--- config.mk ---
export PLATFORM = sky130hd
export DESIGN_NAME = tt_um_hoene_led_pwm_multi
export DESIGN_NICKNAME = d
export VERILOG_FILES = /design/src/rtl/tt_um_hoene_led_pwm_multi_pkg.sv /design/src/rtl/tt_um_hoene_pwm_channel.sv /design/src/rtl/tt_um_hoene_led_pwm_multi.sv
export SDC_FILE = /design/constraint.sdc
export NUM_CORES = 1
export LEC_CHECK = 0
export ABC_CLOCK_PERIOD_IN_PS = 2450
export BUFFER_PORTS_ARGS = -buffer_cell sky130_fd_sc_hd__buf_2
export CORE_MARGIN = 1
export CORE_UTILIZATION = 40
export DETAILED_ROUTE_END_ITERATION = 16
export GPL_ROUTABILITY_DRIVEN = 0
export HOLD_SLACK_MARGIN = 0.02
export MAX_ROUTING_LAYER = met4
export PLACE_DENSITY = 0.61
export SETUP_SLACK_MARGIN = 0.05
export SYNTH_ARGS = -nofsm -noshare
export SYNTH_HDL_FRONTEND = slang
export SYNTH_SLANG_ARGS = --single-unit
--- constraint.sdc ---
create_clock -name clk -period 2.45 [get_ports clk]
set_input_delay 0.1225 -clock clk [delete_from_list [all_inputs] [get_ports clk]]
set_output_delay 0.1225 -clock clk [all_outputs]
set_load 0.005 [all_outputs]
--- src/rtl/tt_um_hoene_led_pwm_multi_pkg.sv ---
// Shared constants for the multi-channel LED PWM and its neighbours.
// Latency: none (elaboration-time constants and helpers only).
// Backpressure: not applicable.
// Contents: default CHANNELS/WIDTH/PRESCALE values, full-scale helper,
//           per-channel stagger phase offset helper.
package tt_um_hoene_led_pwm_multi_pkg;

  localparam int unsigned DEF_CHANNELS = 3;
  localparam int unsigned DEF_WIDTH    = 10;
  localparam int unsigned DEF_PRESCALE = 1;

  // Largest counter/duty value for a given width: 2^width - 1.
  function automatic int unsigned pwm_max(input int unsigned width);
    return (32'd1 << width) - 32'd1;
  endfunction

  // Phase offset of channel idx when edges are spread evenly over a period.
  function automatic int unsigned stagger_offset(input int unsigned idx,
                                                 input int unsigned channels,
                                                 input int unsigned width);
    return idx * ((32'd1 << width) / channels);
  endfunction

endpackage

--- src/rtl/tt_um_hoene_pwm_channel.sv ---
// One PWM channel: shadow/active duty pair, load bypass, compare, output flop.
// Latency: out_o is registered, one cycle behind cnt_i; new duty acts after the
//          channel's phase wrap. Backpressure: none, load_i is always accepted.
// Ports: clk_i, rst_i (async, active-high), tick_i (prescaled tick), load_i
//        (duty capture strobe), cnt_i (this channel's phase counter), duty_i,
//        out_o (PWM output), xfer_o (shadow->active transfer this cycle).
module tt_um_hoene_pwm_channel
  import tt_um_hoene_led_pwm_multi_pkg::*;
#(
  parameter int unsigned WIDTH = DEF_WIDTH
) (
  input  logic             clk_i,
  input  logic             rst_i,
  input  logic             tick_i,
  input  logic             load_i,
  input  logic [WIDTH-1:0] cnt_i,
  input  logic [WIDTH-1:0] duty_i,
  output logic             out_o,
  output logic             xfer_o
);

  localparam logic [WIDTH-1:0] DUTY_MAX = WIDTH'(pwm_max(WIDTH));

  logic [WIDTH-1:0] shadow_q, shadow_d;
  logic [WIDTH-1:0] active_q, active_d;
  logic             out_q, out_d;

  // Transfer happens on the last tick of this channel's period.
  assign xfer_o = tick_i && (cnt_i == DUTY_MAX);

  always_comb begin
    shadow_d = shadow_q;
    active_d = active_q;
    if (load_i) begin
      shadow_d = duty_i;
    end
    // shadow_d already carries a same-cycle load, so a load coinciding with
    // the transfer bypasses straight into active.
    if (xfer_o) begin
      active_d = shadow_d;
    end
    // All-ones is full-on: no single-tick dropout at cnt == max.
    out_d = (active_q == DUTY_MAX) ? 1'b1 : (cnt_i < active_q);
  end

  always_ff @(posedge clk_i or posedge rst_i) begin
    if (rst_i) begin
      shadow_q <= '0;
      active_q <= '0;
      out_q    <= 1'b0;
    end else begin
      shadow_q <= shadow_d;
      active_q <= active_d;
      out_q    <= out_d;
    end
  end

  assign out_o = out_q;

endmodule

--- src/rtl/tt_um_hoene_led_pwm_multi.sv ---
// Multi-channel LED PWM with prescaler and glitch-free, period-aligned updates.
// Latency: out one cycle behind the counter; loaded duty takes effect after the
//          next period wrap. Backpressure: none, load is always accepted.
// Ports: clk, rst (async, active-high), load (duty capture strobe),
//        duty (packed, channel i = duty[i*WIDTH +: WIDTH]), out (PWM per
//        channel), period_start (pulse in first cnt==0 cycle), pending
//        (shadow holds values not yet transferred).
// Optional: define LED_PWM_STAGGER_EN to give each channel its own phase
//           offset, spreading rising edges across the period.
module tt_um_hoene_led_pwm_multi
  import tt_um_hoene_led_pwm_multi_pkg::*;
#(
  parameter int unsigned CHANNELS = DEF_CHANNELS,
  parameter int unsigned WIDTH    = DEF_WIDTH,
  parameter int unsigned PRESCALE = DEF_PRESCALE
) (
  input  logic                      clk,
  input  logic                      rst,
  input  logic                      load,
  input  logic [CHANNELS*WIDTH-1:0] duty,
  output logic [CHANNELS-1:0]       out,
  output logic                      period_start,
  output logic                      pending
);

  localparam logic [WIDTH-1:0] CNT_MAX = WIDTH'(pwm_max(WIDTH));
  localparam int unsigned      PSW     = (PRESCALE > 1) ? $clog2(PRESCALE) : 1;

  logic                tick;
  logic [WIDTH-1:0]    cnt_q, cnt_d;
  logic                wrap;
  logic                period_start_q;
  logic [CHANNELS-1:0] pend_q, pend_d;
  logic [CHANNELS-1:0] xfer;

  // ---------------------------------------------------------------- prescaler
  generate
    if (PRESCALE == 1) begin : g_no_presc
      assign tick = 1'b1;
    end else begin : g_presc
      localparam logic [PSW-1:0] PRESC_LAST = PSW'(PRESCALE - 1);
      logic [PSW-1:0] presc_q, presc_d;

      always_comb begin
        presc_d = presc_q + PSW'(1);
        if (presc_q == PRESC_LAST) begin
          presc_d = '0;
        end
      end

      always_ff @(posedge clk or posedge rst) begin
        if (rst) begin
          presc_q <= '0;
        end else begin
          presc_q <= presc_d;
        end
      end

      assign tick = (presc_q == PRESC_LAST);
    end
  endgenerate

  // ------------------------------------------------------------ period counter
  assign wrap = tick && (cnt_q == CNT_MAX);

  always_comb begin
    cnt_d = cnt_q;
    if (tick) begin
      cnt_d = cnt_q + WIDTH'(1);  // natural modulo-2^WIDTH wrap
    end
  end

  always_ff @(posedge clk or posedge rst) begin
    if (rst) begin
      cnt_q          <= '0;
      period_start_q <= 1'b0;
    end else begin
      cnt_q          <= cnt_d;
      period_start_q <= wrap;
    end
  end

  assign period_start = period_start_q;

  // ------------------------------------------------------------------ channels
  generate
    for (genvar i = 0; i < CHANNELS; i++) begin : g_ch
      logic [WIDTH-1:0] pcnt;
`ifdef LED_PWM_STAGGER_EN
      localparam logic [WIDTH-1:0] PH_OFF = WIDTH'(stagger_offset(i, CHANNELS, WIDTH));
      assign pcnt = cnt_q + PH_OFF;
`else
      assign pcnt = cnt_q;
`endif
      tt_um_hoene_pwm_channel #(
        .WIDTH (WIDTH)
      ) u_ch (
        .clk_i  (clk),
        .rst_i  (rst),
        .tick_i (tick),
        .load_i (load),
        .cnt_i  (pcnt),
        .duty_i (duty[i*WIDTH +: WIDTH]),
        .out_o  (out[i]),
        .xfer_o (xfer[i])
      );
    end
  endgenerate

  // ------------------------------------------------------------ pending status
  // One bit per channel so that, with staggered phases, pending only drops
  // once the last channel has taken its update. Without staggering all bits
  // move together. A load landing on a channel's transfer bypasses, so that
  // channel is not left pending.
  always_comb begin
    pend_d = pend_q;
    for (int i = 0; i < int'(CHANNELS); i++) begin
      if (xfer[i]) begin
        pend_d[i] = 1'b0;
      end else if (load) begin
        pend_d[i] = 1'b1;
      end
    end
  end

  always_ff @(posedge clk or posedge rst) begin
    if (rst) begin
      pend_q <= '0;
    end else begin
      pend_q <= pend_d;
    end
  end

  assign pending = |pend_q;

endmodule

# --- Word level (Yosys, flattened, before mapping) ---
# Index checks and enable logic that the tools add are counted.
word_totals:
  register_bits: 75
  in_bits: 33
  elab_cells: 30
op_classes:
  n_addsub: 1
  n_lt_le_gt_ge: 3
  eq_ne: 4
  muxes: 8
  reduce_logical: 2
ops:
  columns: ["operator", "count"]
  rows:
  - ["$eq 10x10->1 const B", 4]
  - ["$lt 10x10->1", 3]
  - ["$mux 10", 3]
  - ["$add 10x1->10 const B", 1]
  - ["$mux 1", 5]
  - ["$reduce_or 3->1", 1]
  - ["$reduce_bool 2->1", 1]

# --- Depth between registers and ports, before layout ---
logic_depth:
  word_depth: 2
  depth_mapped: 6
  mapped_depth_nobuf: 6

# --- Cells and area by module ---
# From an unflattened synthesis, not the netlist that was laid out.
unflattened:
  hier_cells: 326
  area_unflattened_um2: 3651.0
modules_own_cells:
  columns: ["mod", "instances", "cells_each", "area_each_um2", "seq_area_each_um2"]
  rows:
  - ["tt_um_hoene_pwm_channel", 3, 93, 1034.7, 525.5]
  - ["tt_um_hoene_led_pwm_multi", 1, 47, 546.8, 350.3]

# --- Worst setup path before layout ---
# Ideal clock, no wire load.
synth_timing:
  path_type: "reg2reg"
  startpoint: "register cnt_q[1]"
  endpoint: "register g_ch[0].u_ch.active_q[3]"
  t_arrival_ns: 1.434
  setup_slack_ns: 0.891
  path_stages_with_launch: 6
  path_buffers: 1
  period_less_slack_ns: 1.559
  cell_sequence: "dfrtp_1 -> ha_1 -> nand3_4 -> nor2_8 -> buf_12 -> mux2_4"
synth_via:
  elab_chain_len: 1
synth_rtl:
  columns: ["element", "line", "text"]
  rows:
  - ["start: declaration", "tt_um_hoene_led_pwm_multi.sv:30", "logic [WIDTH-1:0] cnt_q, cnt_d;"]
  - ["start signal: assignment", "tt_um_hoene_led_pwm_multi.sv:78", "cnt_q <= cnt_d;"]
  - ["$eq 10x10->1", "tt_um_hoene_pwm_channel.sv:29", "assign xfer_o = tick_i && (cnt_i == DUTY_MAX);"]
  - ["end signal: assignment", "tt_um_hoene_pwm_channel.sv:53", "active_q <= active_d;"]
  - ["end: declaration", "tt_um_hoene_pwm_channel.sv:25", "logic [WIDTH-1:0] active_q, active_d;"]
# Every way passes these cells.
# A chain may end at the register's enable or synchronous reset.

# --- Worst setup path after layout ---
layout_timing:
  startpoint: "register cnt_q[1]"
  endpoint: "register g_ch[0].u_ch.active_q[6]"
# The elaborated chain is that of the path after synthesis.

==> impl_metrics.toml <==
[cells_and_area]
layout_common_cells = "75 x dfrtp_1, 37 x buf_2, 32 x mux2_2"
fillers = 810
final_area_sq_um = 4360
fin_nets = 400
drive_gt1_frac = 0.3440
final_common_cell = "dfrtp_1"
syn_to_final_growth_pct = 17.94
antennaDiodeCount = 0

[synth]
synth_nets = 335
ys_types = 26
ys_ff_latch = 75
avgSynthCellArea_sq_um = 13.49
ys_seq_area_frac = 0.5076
yosysWarningCount = 0
syn_inst = 274
yosysTopAreaCell = "dfrtp_1"
syn_area_sq_um = 3697
synth_top_area_frac = 0.5076
synthTopCellsByArea = "dfrtp_1 51%, mux2_4 11%, mux2_2 9.7%, ha_1 9.5%, inv_1 2.9%"

[placement]
dp_hpwl_mm = 4.592
place_area_sq_um = 3955
io_buffers = 37
preCtsSetupSlack_ps = 483.0

[power_and_ir_drop]
p_leak_nw = 2.020
max-vdd-ir-drop_v = 0.0002597
power_density_nw_per_um2 = 535.5
power_mw = 2.335

[floorplan]
io-pin-count = 38
dieWidth_um = 98.14
die_h_um = 98.14
core_sq_um = 8848
rows = 34
fp.dieArea_sq_um = 9631
initial_core_util = 0.4178

[job]
maxCapViolCount = 0

[critical_path]
critPathCaptureType = "register"
ff2ff_path_depth = 5
critPathArrivalTime_ps = 2190
cp.required_ps = 2680
crit_type = "register to register"
start_kind = "register"
path_max_fanout = 17

[clock_network]
root_buffer = "clkbuf_8"
cts_resized = 0
cts_tree = "built"
path_clk_slew_ps = 70
cts_sinks = 75
cts_max_level = 3
numCtsBuffers = 9
clkLatencyLatePin_ps = 350
cts_buffer_depth = 2
postCtsSetupBuffers = 0

[sta]
rsz0062_at_grt = "false"
max-slew-margin-rel = 0.5334
hold_slack_ps = 32.71
slew_viol_final = 0
fin_setup_tns_ps = 0
worst_pin_slew_ps = 699.9
min_period_over_period = 0.8001
setup_slack_ps = 489.9
fmax_ghz = 0.5102
setup_violations = 0
fin_skew_ps = 6.841
layout_min_cycle_time_ps = 1960
hold_viol = 0

[global_routing]
use_met2 = 0.2308
globalRouteMet3Util = 0.03508
grt_use_total = 0.1548
antenna_found_initial = 0
first_global_vias = 2422
use_met1 = 0.1991
top_usage_layer = "met2"
grt_pass1_wl_mm = 11.28
overflow = 0
grt_start_max_net_pins = 42

[status]
outcome = "completed"

[worst_hold_path]
whs_path_depth = 2
holdCritPathClass = "input pin to register"

[route]
routed-via-count = 2258
drt-total-wl_mm = 6.412
viasPerCell = 5.007
drc_errors = 0
drt_iter0_markers = 54
dr.pass1.iters = 6
ant_nets = 0
wl_per_cell_um = 14.22
==> state kept, by name, indices dropped and copies added (netlist names) <==
name / flops
cnt_q: 10
pend_q: 1
g_ch.u_ch.shadow_q: 30
period_start: 1
g_ch.u_ch.out_o: 3
g_ch.u_ch.active_q: 30
==> what timing repair did <==
item                                    4_1_cts  5_1_grt
endpoints found under the hold margin        96        1
hold buffers                                 22        1
endpoints found under the setup margin        0        0
==> worst max-delay path, stage by stage, from the launching register on <==
cell and delay, ps:
dfrtp_1 460, ha_1 300, nand3_4 140, nor2_8 380
buf_12 230, mux2_4 320
==> power breakdown <==
part	leakage, nW	internal (mW)	switching [mW]
combinational	0.970	0.0904	0.0697
clock	0.0902	0.463	0.415
sequential	0.960	1.29	0.0114
==> cell families after synthesis <==
group	Yosys count	synth area share
compound gates	27	0.04264
mux	60	0.2112
flops	75	0.5076
buf+inv	38	0.05584
xor+xnor	8	0.01895
simple gates	38	0.06904
fa+ha+maj	28	0.09476
==> synth_stat cells, drive strengths merged <==
| cell type | count |
|---|---|
| mux2 | 60 |
| xor2 | 2 |
| nand3 | 4 |
| xnor2 | 6 |
| nand4 | 14 |
| a211oi | 3 |
| ha | 28 |
| nor4 | 3 |
| buf | 9 |
| and4 | 1 |
| and3 | 1 |
| o21a | 3 |
| dfrtp | 75 |
| nand2b | 3 |
| inv | 29 |
| a21oi | 12 |
| nand2 | 5 |
| o31ai | 3 |
| o21ai | 6 |
| nor2 | 7 |
==> metal layers <==
metal  vias up  routed length (um)
met5         -                   0
met4         0                 120
met3        10                 230
met2        39                2842
met1      1121                3219
li1       1088                   -
==> stage by stage <==
| stage | util | instances |
|---|---|---|
| finish | 0.4928 | 451 |
| CTS | 0.4917 | 450 |
| floorplan | - | 274 |
| global route | 0.4928 | 451 |
| detailed placement | 0.4470 | 413 |
| global placement | 0.4470 | 413 |
==> cell type report <==
class	instances	area (sq um)	area share
Clock inverter	3	40.04	0.009182
Clock buffer	12	135.1	0.03099
Multi-Input combinational cell	161	1614	0.3702
Inverter	29	108.9	0.02496
Tap cell	108	135.1	0.03099
Sequential cell	75	1877	0.4304
Timing Repair Buffer	63	450.4	0.1033
==> final timing paths <==
check	startpoint	endpoint	slack (ps)
max	cnt_q[1]$_DFF_PP0_	g_ch[0].u_ch.active_q[6]$_DFFE_PP0P_	490
min	duty[3]	g_ch[0].u_ch.shadow_q[3]$_DFF_PP0_	30
max reg2reg	cnt_q[1]$_DFF_PP0_	g_ch[0].u_ch.active_q[6]$_DFFE_PP0P_	490
min reg2reg	g_ch[1].u_ch.shadow_q[8]$_DFF_PP0_	g_ch[1].u_ch.shadow_q[8]$_DFF_PP0_	500
max in group asynchronous	rst	g_ch[0].u_ch.shadow_q[9]$_DFF_PP0_	1650
min in group asynchronous	rst	g_ch[0].u_ch.shadow_q[0]$_DFF_PP0_	420
(Power assumes the default switching activity.)
